--- src/rtl/coreriscv_axi4_rr_arbiter.sv ---
// N-input request arbiter (fixed priority or round robin) with burst lock and a
// 2-entry registered output buffer, so no in_ready depends on out_ready.
module coreriscv_axi4_rr_arbiter #(
    parameter int N_IN   = 3,
    parameter int DATA_W = 8,
    parameter bit RR_MODE = 1'b1,
    localparam int CHW   = (N_IN > 2) ? $clog2(N_IN) : 1
) (
    input  logic                   clk,
    input  logic                   reset,
    input  logic [N_IN-1:0]        in_valid,
    output logic [N_IN-1:0]        in_ready,
    input  logic [N_IN*DATA_W-1:0] in_data,
    input  logic [N_IN-1:0]        in_last,
    output logic                   out_valid,
    input  logic                   out_ready,
    output logic [DATA_W-1:0]      out_data,
    output logic [CHW-1:0]         out_chosen,
    output logic                   out_last
);
    localparam int BW = CHW + 1 + DATA_W;

    typedef enum logic {
        IDLE  = 1'b0,
        BURST = 1'b1
    } lock_state_t;

    lock_state_t     state_reg;
    logic [CHW-1:0]  lk_reg;
    logic [CHW-1:0]  ptr_reg;
    logic [1:0]      cnt_reg;
    logic [BW-1:0]   head_reg;
    logic [BW-1:0]   tail_reg;

    int              rr_off [N_IN];
    logic [CHW-1:0]  gnt_idx;
    logic            gnt_any;
    logic [N_IN-1:0] gnt;
    logic            buf_full;
    logic            push;
    logic            pop;
    logic [DATA_W-1:0] acc_data;
    logic            acc_last;
    logic [BW-1:0]   acc_beat;

    // Distance of each requester from the round-robin pointer, modulo N_IN.
    // In fixed mode ptr_reg stays 0, so the smallest distance is the lowest index.
    genvar gi;
    generate
        for (gi = 0; gi < N_IN; gi++) begin : g_off
            assign rr_off[gi] = (gi >= int'(ptr_reg)) ? (gi - int'(ptr_reg))
                                                      : (gi + N_IN - int'(ptr_reg));
        end
    endgenerate

    always_comb begin
        int best;
        best    = N_IN;
        gnt_idx = '0;
        gnt_any = 1'b0;
        if (state_reg == BURST) begin
            gnt_idx = lk_reg;
            gnt_any = 1'b1;
        end else begin
            for (int i = 0; i < N_IN; i++) begin
                if (in_valid[i] && (rr_off[i] < best)) begin
                    best    = rr_off[i];
                    gnt_idx = CHW'(i);
                    gnt_any = 1'b1;
                end
            end
        end
    end

    assign buf_full = (cnt_reg == 2'd2);

    generate
        for (gi = 0; gi < N_IN; gi++) begin : g_gnt
            assign gnt[gi]      = gnt_any & (gnt_idx == CHW'(gi));
            assign in_ready[gi] = gnt[gi] & ~buf_full & reset;
        end
    endgenerate

    always_comb begin
        acc_data = '0;
        for (int i = 0; i < N_IN; i++) begin
            if (gnt[i]) begin
                acc_data = acc_data | in_data[i*DATA_W +: DATA_W];
            end
        end
    end

    assign acc_last = |(in_last & gnt);
    assign acc_beat = {gnt_idx, acc_last, acc_data};
    assign push     = |(in_valid & in_ready);
    assign pop      = (cnt_reg != 2'd0) & out_ready;

    // Head/tail shift buffer: outputs always come straight from head_reg.
    always_ff @(posedge clk or negedge reset) begin
        if (!reset) begin
            cnt_reg  <= 2'd0;
            head_reg <= '0;
            tail_reg <= '0;
        end else begin
            case (cnt_reg)
                2'd0: begin
                    if (push) head_reg <= acc_beat;
                end
                2'd1: begin
                    if (push && pop) head_reg <= acc_beat;
                    else if (push)   tail_reg <= acc_beat;
                end
                default: begin
                    if (pop) head_reg <= tail_reg;
                end
            endcase
            cnt_reg <= cnt_reg + 2'(push) - 2'(pop);
        end
    end

    always_ff @(posedge clk or negedge reset) begin
        if (!reset) begin
            state_reg <= IDLE;
            lk_reg    <= '0;
            ptr_reg   <= '0;
        end else if (push) begin
            if (acc_last) begin
                state_reg <= IDLE;
                if (RR_MODE) begin
                    ptr_reg <= (gnt_idx == CHW'(N_IN - 1)) ? '0 : CHW'(gnt_idx + 1'b1);
                end
            end else begin
                state_reg <= BURST;
                lk_reg    <= gnt_idx;
            end
        end
    end

    assign out_valid = (cnt_reg != 2'd0);
    assign {out_chosen, out_last, out_data} = head_reg;

endmodule

--- config.mk ---
export PLATFORM = sky130hd
export DESIGN_NAME = coreriscv_axi4_rr_arbiter
export DESIGN_NICKNAME = d
export VERILOG_FILES = /design/src/rtl/coreriscv_axi4_rr_arbiter.sv
export SDC_FILE = /design/constraint.sdc
export NUM_CORES = 1
export LEC_CHECK = 0
export ABC_AREA = 1
export CAP_MARGIN = 10
export CORE_ASPECT_RATIO = 1.2
export CORE_MARGIN = 8
export CORE_UTILIZATION = 40
export DETAILED_ROUTE_END_ITERATION = 10
export PLACE_DENSITY = 0.81
export SKIP_LAST_GASP = 1
export SLEW_MARGIN = 10
export SYNTH_ARGS = -nofsm -noshare
export SYNTH_HDL_FRONTEND = slang
export SYNTH_SLANG_ARGS = --single-unit
--- constraint.sdc ---
create_clock -name clk -period 3.8 [get_ports clk]
set_clock_uncertainty 0.15 [all_clocks]
set_input_delay 0.38 -clock clk [delete_from_list [all_inputs] [get_ports clk]]
set_output_delay 0.38 -clock clk [all_outputs]
set_load 0.02 [all_outputs]
==> impl_summary.txt <==
----------------------------------------------------
[Run status]
  Status ... completed

[Worst setup path]
  Worst-path cell with the longest stage delay ... dfrtp_2
  CP peak stage delay ... 0.44 ns
  Most numerous cell on the critical path ... nand2_1
  WP data arrival ... 3.01 ns
  Crit path required time ... 3.27 ns
  Crit. End Element ... primary output
  Max Fanout on Critical Path ... 6
  Cells traversed along the worst timing path ... inv_2 > ha_2 > nor2_2 > ha_1 > inv_1 > nand2_1 > nor2_2 > nand2_2 > nand2_2 > nor2_2 > a21oi_1 > ha_1 > nand2_1 > nand2_1 > nand2_1 > nand2_1 > nand2_1 > nand2_2 > o21ai_4 > nand2_2 > nor2_4 > buf_4 > clkbuf_2
  Kind of start point of the critical path ... flop
  Critical setup path kind ... flop to primary output

[Route]
  Avg WL per Cell ... 12.58 µm
  Drt first-iter violations ... 66
  Via density ... 4.816
  Detailed Routing Iterations Pass 1 ... 4
  Total wirelength of the detailed-routed design ... 4794 µm
  Antenna Nets Post-Route ... 0
  DRC violation count after routing ... 0
  Via total after detailed routing ... 1,835

[Clocking]
  Clock-pin transition on the worst setup and hold timing paths ... 0.06 ns
  Number of sinks on the clock net ... 29
  CTS buffer count ... 5
  Clock Path Buffers ... 2
  Insertion delay of the later-clocked pin in the worst-skew pair ... 0.28 ns
  Root cell of the clock tree ... clkbuf_8
  Clock tree from TritonCTS ... built
  Number of hold buffers added after CTS ... 0
  H-tree levels ... 2

[Die]
  Initial standard-cell utilization of the core ... 0.4121
  Chip height ... 90.81 µm
  Ports ... 48
  Die Wd ... 78.34 µm
  Area of the core ... 4527 µm²
  Count of standard-cell rows ... 27
  Die footprint ... 7114 µm²

[Yosys]
  Synth Area per Inst ... 7.374 µm²
  Number of cells produced by synthesis ... 253
  Proportion of synthesized chip area in sequential cells ... 0.3890
  Yosys synthesis warning count ... 0
  Net count after synthesis ... 298
  Number of distinct library cells after synthesis ... 22
  Netlist area before placement ... 1866 µm²
  Number of register bits inferred by synthesis ... 29

[Timing]
  Worst setup slack after layout ... 0.2580 ns
  Tcrit/Tclk final ... 0.9321
  Final setup violation count ... 0
  Transition at the pin with the smallest max-transition slack ... 0.8418 ns
  Worst relative slew slack ... 0.4329
  Timing-limited maximum frequency ... 282.3 MHz
  Final period demand of the worst path ... 3.542 ns
  Final Max Tran Viols ... 0
  Final Hold Fails ... 0

[Cells and area]
  Layout Cells excl Fill ... 381
  Commonest non-fill, non-tap cell in the layout ... nand2_1
  Utilization of the core after routing ... 0.6061
  Commonest cells after routing, fill and taps aside ... 106 x nand2_1, 44 x clkdlybuf4s50_1, 28 x dfrtp_1
  Antenna diode instance count ... 0
  Ratio of cells with drive above 1 in the final layout ... 0.2105
  Net count of the finished layout ... 367
  Area grow syn2layout ... 47.08%

[Placed design]
  Global placer's final weighted congestion ... 0.8362
  # port buffers ... 47
  Post-placement worst setup slack ... -0.1203 ns
  Placed Cells ... 367
  Dpl hpwl ... 3603 µm

[Global routing]
  Number of global-route vias before repair ... 1,873
  Antenna violations before repair ... 0
  Global-route wire length before repair ... 8004 µm
  Combined global-route utilization of all metal layers ... 0.1372
  Total congestion overflow after global routing ... 0
  Pin count of the biggest net entering global routing ... 30

[Pwr]
  Total power per unit cell area ... 915.3 nW/µm²
  Leakage power total ... 0.001334 µW
  PnR Total Power ... 2512 µW
  Worst IR Drop VDD ... 0.5037 mV

[Min path]
  Worst min path class ... flop to flop

[Flow run]
  Count of maximum capacitance violations ... 0

----------------------------------------------------
==> metal layers <==
layer	track usage	up-vias	routed length (µm)
met3	0.04582	7	255
met2	0.2388	50	2466
met1	0.1435	825	1997
met5	0	-	0
met4	0.06347	0	74
li1	-	953	-
==> cells in the mapped netlist <==
master / instances / area [µm²]
a21boi_0: 9 / 67.56
a21oi_1: 6 / 30.03
buf_6: 2 / 22.52
clkbuf_1: 4 / 15.01
clkinv_1: 2 / 7.510
dfrtp_1: 29 / 725.7
ha_1: 12 / 150.1
inv_1: 20 / 75.07
inv_2: 1 / 3.750
nand2_1: 109 / 409.1
nand2_2: 5 / 31.28
nand3_1: 14 / 70.07
nand3_4: 1 / 17.52
nand4_1: 3 / 18.77
nor2_1: 10 / 37.54
nor2_2: 1 / 6.260
o21a_1: 1 / 7.510
o21ai_0: 10 / 50.05
o21ai_1: 2 / 10.01
o21ai_2: 10 / 87.58
o21ai_4: 1 / 16.27
or2_2: 1 / 6.260
==> worst max-delay path, delay by kind of cell, from the launching register on <==
family / cells / cell delay, ns
AO/OA/AOI/OAI: 2 / 0.32
adder cells (fa/ha/maj): 3 / 0.58
buffers and inverters: 4 / 0.40
flip-flops: 1 / 0.44
AND/OR/NAND/NOR: 14 / 0.97
==> through the flow <==
step	hold WS (ns)	instance area (µm²)	TNS, ns
floorplan	-0.06559	1866	0
global placement	0.3123	2496	-0.007215
detailed placement	0.3153	2496	-0.4071
CTS	0.3314	2609	-0.01228
global route	0.3530	2744	-0.1009
finish	0.3277	2744	0
==> where the power goes <==
group	switching (µW)	leakage (µW)	internal (µW)	total, µW
logic	953	0.000907	689	1640
clock network	115	0.0000585	213	328
registers	88.7	0.000369	453	541
total	1160	0.00133	1360	2510
==> cell type report <==
class                   count  area (µm²)
clock inverters             1       30.03
fillers                   416        1783
flip-flops and latches     29       726.9
inverters                  23       92.59
multi-input cells         195        1094
well taps                  58       72.57
clock buffers               7       86.33
repair buffers             68       641.9
==> repair_timing <==
item	CTS	global route
pin swaps	0	7
gates resized for setup	3	32
endpoints found under the setup margin	3	32
setup buffers	0	6
gates cloned	0	0
==> logic make-up (layout without fill, tap and decap cells) <==
group,count (synthesis),in the layout,share of synthesized area
AND/OR/NAND/NOR,144,144,0.3199
AO/OA/AOI/OAI,39,39,0.1442
buffers and inverters,29,99,0.06639
adder cells (fa/ha/maj),12,12,0.08048
flip-flops,29,29,0.3890
==> path summary, 6_finish.rpt <==
path | start | end | slack (ns) | cells after the start
worst max register to register | ptr_reg[1]$_DFFE_PN0P_ | tail_reg[9]$_DFFE_PN0P_ | 0.27 | 27
max in group asynchronous | reset | ptr_reg[1]$_DFFE_PN0P_ | 2.81 | 2
min in group asynchronous | reset | ptr_reg[0]$_DFFE_PN0P_ | 0.40 | 2
worst max-delay path | ptr_reg[1]$_DFFE_PN0P_ | in_ready[2] | 0.26 | 23
worst min-delay path | head_reg[7]$_DFFE_PN0P_ | head_reg[7]$_DFFE_PN0P_ | 0.33 | 2
worst min register to register | head_reg[7]$_DFFE_PN0P_ | head_reg[7]$_DFFE_PN0P_ | 0.33 | 2
Note: power is estimated with default switching activity, not from simulation.
